<file path="src/rtl/judge_pkg.sv">
// Shared types and constants for the rhythm-game judge: FSM states, lane count,
// tally limits and a saturating adder used by both tallies.
package judge_pkg;

  localparam int         NUM_LANES = 2;
  localparam int         WIN_W     = 8;
  localparam logic [7:0] COMBO_MAX = 8'd255;
  localparam logic [7:0] MISS_MAX  = 8'd255;

  typedef enum logic [2:0] {
    IDLE,
    CLEAR,
    PLAY,
    DRAIN,
    DONE
  } state_e;

  function automatic logic [7:0] sat_add(input logic [7:0] a,
                                         input logic [1:0] b,
                                         input logic [7:0] lim);
    logic [8:0] sum;
    sum = {1'b0, a} + {7'd0, b};
    return (sum > {1'b0, lim}) ? lim : sum[7:0];
  endfunction

endpackage

</file>
<file path="src/rtl/lane_judge.sv">
// One lane of the judge: hit-window countdown, press-edge detection and the
// per-cycle hit/miss verdict for the note currently in the window.
module lane_judge
  import judge_pkg::*;
#(
  parameter int WINDOW = 6
) (
  input  logic clk,
  input  logic reset,
  input  logic clr_i,
  input  logic active_i,
  input  logic accept_i,
  input  logic note_i,
  input  logic btn_i,
  output logic hit_now_o,
  output logic miss_now_o,
  output logic open_o
);

  localparam logic [WIN_W-1:0] WIN_LOAD = WIN_W'(WINDOW);
  localparam logic [WIN_W-1:0] WIN_LAST = WIN_W'(1);

  logic [WIN_W-1:0] win_q, win_d;
  logic             btn_q;
  logic             press;
  logic             load;

  assign press  = btn_i & ~btn_q;
  assign open_o = (win_q != '0);
  assign load   = accept_i & note_i;

  // A new note on an open window with no press misses the old note; the
  // expiry case is folded into the same term since a reload also ends it.
  assign hit_now_o  = active_i & press & open_o;
  assign miss_now_o = active_i & ~press & ((win_q == WIN_LAST) | (load & open_o));

  // NOTE: always_comb starts from a default so every path assigns win_d and no latch is inferred.
  always_comb begin
    win_d = win_q;
    if (clr_i)           win_d = '0;
    else if (load)       win_d = WIN_LOAD;
    else if (hit_now_o)  win_d = '0;
    else if (open_o)     win_d = win_q - WIN_LAST;
  end

  // NOTE: state registers use non-blocking assignments so all flops update together at the edge.
  always_ff @(posedge clk) begin
    if (reset) begin
      win_q <= '0;
      btn_q <= 1'b1;
    end else begin
      win_q <= win_d;
      btn_q <= btn_i;
    end
  end

endmodule

</file>
<file path="src/rtl/judge_ctrl.sv">
// Rhythm-game judge: session FSM, per-lane judging, combo/miss tallies and the
// registered outputs that feed the score counter.
module judge_ctrl
  import judge_pkg::*;
#(
  parameter int WINDOW = 6
) (
  input  logic                 clk,
  input  logic                 reset,
  input  logic                 start,
  input  logic                 song_end,
  input  logic [NUM_LANES-1:0] note_arrive,
  input  logic [NUM_LANES-1:0] btn,
  output logic [NUM_LANES-1:0] hit,
  output logic [7:0]           combo,
  output logic [7:0]           miss_cnt,
  output logic                 score_clr,
  output logic                 playing,
  output logic                 done
);

  state_e state_q, state_d;

  logic [NUM_LANES-1:0] hit_now, miss_now, win_open;
  logic [NUM_LANES-1:0] hit_q;
  logic [7:0]           combo_q, combo_d, miss_q, miss_d;
  logic                 score_clr_q, score_clr_d;
  logic                 playing_q, playing_d;
  logic                 done_q, done_d;
  logic [1:0]           n_hit, n_miss;
  logic                 in_clear, active, accept;

  assign in_clear = (state_q == CLEAR);
  assign active   = (state_q == PLAY) || (state_q == DRAIN);
  assign accept   = (state_q == PLAY);

  for (genvar i = 0; i < NUM_LANES; i++) begin : g_lane
    lane_judge #(.WINDOW(WINDOW)) u_lane (
      .clk        (clk),
      .reset      (reset),
      .clr_i      (in_clear),
      .active_i   (active),
      .accept_i   (accept),
      .note_i     (note_arrive[i]),
      .btn_i      (btn[i]),
      .hit_now_o  (hit_now[i]),
      .miss_now_o (miss_now[i]),
      .open_o     (win_open[i])
    );
  end

  always_ff @(posedge clk) begin
    if (reset) state_q <= IDLE;
    else       state_q <= state_d;
  end

  always_comb begin
    state_d = state_q;
    case (state_q)
      IDLE:    if (start) state_d = CLEAR;
      CLEAR:   state_d = PLAY;
      PLAY:    if (song_end) state_d = DRAIN;
      DRAIN:   if (win_open == '0) state_d = DONE;
      DONE:    if (start) state_d = CLEAR;
      default: state_d = IDLE;
    endcase
  end

  // Status flags are registered from the next state so they align with it.
  always_comb begin
    score_clr_d = (state_d == CLEAR);
    playing_d   = (state_d == PLAY) || (state_d == DRAIN);
    done_d      = (state_d == DONE);
  end

  always_comb begin
    n_hit  = '0;
    n_miss = '0;
    for (int i = 0; i < NUM_LANES; i++) begin
      n_hit  = n_hit  + {1'b0, hit_now[i]};
      n_miss = n_miss + {1'b0, miss_now[i]};
    end
  end

  // A miss on either lane breaks the combo even when the other lane hits.
  always_comb begin
    combo_d = combo_q;
    miss_d  = miss_q;
    if (in_clear) begin
      combo_d = '0;
      miss_d  = '0;
    end else begin
      combo_d = (n_miss != '0) ? '0 : sat_add(combo_q, n_hit, COMBO_MAX);
      miss_d  = sat_add(miss_q, n_miss, MISS_MAX);
    end
  end

  always_ff @(posedge clk) begin
    if (reset) begin
      hit_q       <= '0;
      combo_q     <= '0;
      miss_q      <= '0;
      score_clr_q <= 1'b0;
      playing_q   <= 1'b0;
      done_q      <= 1'b0;
    end else begin
      hit_q       <= hit_now;
      combo_q     <= combo_d;
      miss_q      <= miss_d;
      score_clr_q <= score_clr_d;
      playing_q   <= playing_d;
      done_q      <= done_d;
    end
  end

  assign hit       = hit_q;
  assign combo     = combo_q;
  assign miss_cnt  = miss_q;
  assign score_clr = score_clr_q;
  assign playing   = playing_q;
  assign done      = done_q;

endmodule

</file>
<file path="config.mk">
export PLATFORM = sky130hd
export DESIGN_NAME = judge_ctrl
export DESIGN_NICKNAME = d
export VERILOG_FILES = /design/src/rtl/judge_pkg.sv /design/src/rtl/lane_judge.sv /design/src/rtl/judge_ctrl.sv
export SDC_FILE = /design/constraint.sdc
export NUM_CORES = 1
export LEC_CHECK = 0
export ABC_CLOCK_PERIOD_IN_PS = 2700
export BUFFER_PORTS_ARGS = -buffer_cell sky130_fd_sc_hd__buf_2
export CAP_MARGIN = 20
export CORE_MARGIN = 5
export CORE_UTILIZATION = 40
export CTS_BUF_LIST = sky130_fd_sc_hd__clkbuf_4
export CTS_CLUSTER_SIZE = 30
export DETAILED_ROUTE_END_ITERATION = 8
export PLACE_DENSITY = 0.64
export RECOVER_POWER = 50
export SYNTH_ARGS = -nofsm -noshare
export SYNTH_HDL_FRONTEND = slang
export SYNTH_SLANG_ARGS = --single-unit
export TNS_END_PERCENT = 100
</file>
<file path="constraint.sdc">
create_clock -name clk -period 2.7 [get_ports clk]
set_clock_uncertainty 0.05 [all_clocks]
set_input_delay 0.54 -clock clk [delete_from_list [all_inputs] [get_ports clk]]
set_output_delay 0.54 -clock clk [all_outputs]
set_load 0.05 [all_outputs]
</file>
==> out/qor.txt <==
Status = completed
Synth warn = 0
Type of destination of the critical path = flip-flop
CTS Root Cell = clkbuf_4
Die height = 80.3 um
Met3 WL = 173 um
Final setup fails = 0
Main flop type after synthesis = dfxtp_1
FFs w/ async S/R, synth = 0
Core Region = 4750 um^2
Row cnt = 25
WL met1 = 2080 um
Initial DRC count = 47
ANT nets after route = 0
Worst setup SP type = flip-flop
Setup CP Type = reg -> reg
Endpoint of the lowest-slack register-to-register path = miss_cnt[6]$_SDFF_PP0_
Setup_tns = 0 ns
Syn Inst Count = 214
Hold Crit Class = in -> reg
CTS tree = built
Layout cells sized above 1 = 0.214
Final Hold Fails = 0
TritonRoute pass-1 iters = 4
Synth unique cells = 43
GP Congestion = 0.820
Clock Latency Late Sink = 0.35 ns
Clock tree buffer depth = 2
Largest net degree at the start of global routing = 14
DR vias/cell = 4.87
Critical path arrival = 2.78 ns
Vias = 1,647
Clock sinks = 42
Max cap viols = 0
Initial antenna violation count = 0
Worst Hold Endpoint = g_lane[1].u_lane.btn_q$_SDFF_PP1_
Crit-path max FO = 4
Total gr overflow = 0
Final min period = 2.56 ns
Met2 WL = 1820 um
Nets = 291
Top Metal Used = met4
RSZ-0062 raised after global routing = no
# IOs = 29
Final Cycle Share = 0.947
Final wirelength = 4140 um
Post-Place Cell Area = 2380 um^2
Max frequency = 391 MHz
Synth Register Bits = 42
Residual DRC count = 0
Antenna cells = 0
Seq/Total Area, Yosys = 0.426
Clock-pin slew on the worst setup and hold paths = 0.12 ns
Mapped Area = 1980 um^2
GRT Overall Usage = 0.140
Leakage = 0.00102 uW
Peak supply drop = 0.459 mV
Hold-fix buffers at CTS = 0
P&R area growth vs syn = 23.1%
Chip width = 80.3 um
Pins Over Slew Limit = 0
First-pass GRT wire length = 7060 um
Reg-to-reg startpoint = g_lane[1].u_lane.win_q[0]$_SDFFE_PP0P_
H-tree Lvls = 2
Die area = 6440 um^2
Worst Path Required = 2.93 ns
Number of global-route vias before repair = 1,593
Worst R2R Setup Slack = 0.14 ns
Post-CTS setup buffer count = 0
Post-layout instance area = 2430 um^2
Number of synthesized flops with an enable pin = 0
Inserted Clock Buffers = 5
Synthesized area per cell = 9.23 um^2
WL/cell = 12.3 um
Synthesized Nets = 234
Worst R2R Path Depth = 12
Number of port buffers = 28
Detailed-placement wirelength estimate = 3130 um
Worst slew pin tran = 0.611 ns
Starting Density = 0.416
Hold Path Depth = 2
Pwr per Cell Area = 977 nW/um^2
Worst rel slew slack = 0.595
Hold Crit Start = btn[1]
## routing by layer
metal	vias to the layer above	GRT usage
met1	749	0.179
met3	6	0.0426
met4	0	0.0541
li1	864	-
met5	-	0
met2	28	0.221
## power by group
part / switching (uW) / leakage [uW] / internal, uW
Sequential: 110 / 0.000343 / 738
Clock: 190 / 0.0000322 / 119
Combinational: 610 / 0.000643 / 609
## repair_timing
| item | 4_1_cts | 5_1_grt |
|---|---|---|
| gates resized for setup | 0 | 7 |
| endpoints found under the hold margin | 0 | 0 |
| setup endpoints to repair | 0 | 11 |
## per-stage QoR
| step | power (uW) | hold WS (ns) | util | std cells | setup slack [ns] |
|---|---|---|---|---|---|
| after floorplan | 1650 | 0.427 | - | 214 | 0.0190 |
| after global placement | 2040 | 0.460 | 0.500 | 331 | 0.0458 |
| after detailed placement | 2050 | 0.456 | 0.500 | 331 | 0.0215 |
| after CTS | 2370 | 0.312 | 0.511 | 338 | 0.00507 |
| after global routing | 2590 | 0.305 | 0.512 | 338 | 0.00375 |
| final | 2380 | 0.327 | 0.512 | 338 | 0.143 |
## worst max path at each step
stage	start	depth (start not counted)	end
floorplan	g_lane[1].u_lane.win_q[0]$_SDFFE_PP0P_	12	miss_cnt[0]$_SDFF_PP0_
global placement	g_lane[0].u_lane.win_q[7]$_SDFFE_PP0P_	10	miss_cnt[0]$_SDFF_PP0_
detailed placement	g_lane[1].u_lane.win_q[0]$_SDFFE_PP0P_	12	miss_cnt[0]$_SDFF_PP0_
CTS	g_lane[1].u_lane.win_q[0]$_SDFFE_PP0P_	12	miss_cnt[0]$_SDFF_PP0_
global route	g_lane[1].u_lane.win_q[0]$_SDFFE_PP0P_	12	miss_cnt[2]$_SDFF_PP0_
finish	g_lane[1].u_lane.win_q[0]$_SDFFE_PP0P_	12	miss_cnt[6]$_SDFF_PP0_
## critical path, stage by stage, from the launching register on
cell     delay, ns
dfxtp_1       0.33
inv_1         0.09
ha_2          0.19
nor3b_4       0.19
nand2_1       0.10
a32oi_1       0.18
nor3_1        0.07
ha_1          0.28
ha_1          0.21
fa_2          0.37
and2_4        0.16
and3_1        0.17
nor3_1        0.11
## cells in the final DEF (no fill, tap or decap), types with 2 or more instances in the layout
master    synthesis  routed
and2_1            3       2
buf_2             1      14
o32ai_1           3       3
nand4_1           2       2
nor3_1            9       9
and4_1            2       2
nand3_1          11      10
a32oi_1           2       2
inv_1            10      10
nand3b_1          4       4
clkbuf_4          0       7
or2_2             3       3
o21ai_0           2       2
xnor2_1           8       7
or3_1             3       3
a21oi_1          18      18
ha_1             10       9
nand2b_1          2       2
nand2_1          10      10
nor2b_1           4       4
a31oi_1           3       3
and3_1            4       4
nor3b_1           3       3
mux2i_1           2       2
dfxtp_1          42      42
nor4_4            1       2
xor2_1           10      10
nor2_1           23      23
clkbuf_1          2      18
buf_4             0      22
## state kept, by name, indices dropped and copies added (netlist names)
register	count
g_lane.u_lane.win_q	16
combo	8
miss_cnt	8
state_q	3
g_lane.u_lane.btn_q	2
hit	2
done	1
playing	1
score_clr	1
## logic make-up (layout without fill, tap and decap cells)
kind of cell	count (synthesis)	in the layout	synth area share
adders and majority gates	12	12	0.0836
buffers and inverters	14	71	0.0279
and+or+nand+nor	92	92	0.267
muxes	2	2	0.0101
DFF	42	42	0.426
AOI/OAI and AO/OA	34	34	0.106
xor gates and xnor gates	18	18	0.0798
## synthesized netlist by cell type, types with 2 or more instances
library cell  number  share of area
a21oi_1           18          0.046
a31oi_1            3         0.0095
a32oi_1            2         0.0089
and2_1             3         0.0095
and3_1             4          0.013
and4_1             2         0.0089
clkbuf_1           2         0.0038
dfxtp_1           42           0.43
fa_1               2          0.020
ha_1              10          0.063
inv_1             10          0.019
mux2i_1            2          0.010
nand2_1           10          0.019
nand2b_1           2         0.0063
nand3_1           11          0.028
nand3b_1           4          0.015
nand4_1            2         0.0063
nor2_1            23          0.044
nor2b_1            4          0.013
nor3_1             9          0.023
nor3b_1            3          0.011
nor4_2             2          0.013
o21ai_0            2         0.0051
o32ai_1            3          0.013
or2_2              3         0.0095
or3_1              3         0.0095
xnor2_1            8          0.035
xor2_1            10          0.044
## area by class of cell
cell class              count  area [um^2]
clock buffers               7         52.6
repair buffers             54          303
well taps                  67         83.8
multi-input cells         158         1110
flip-flops and latches     42          841
fillers                   487         2320
inverters                  10         37.5
Note: power is estimated with default switching activity, not from simulation.
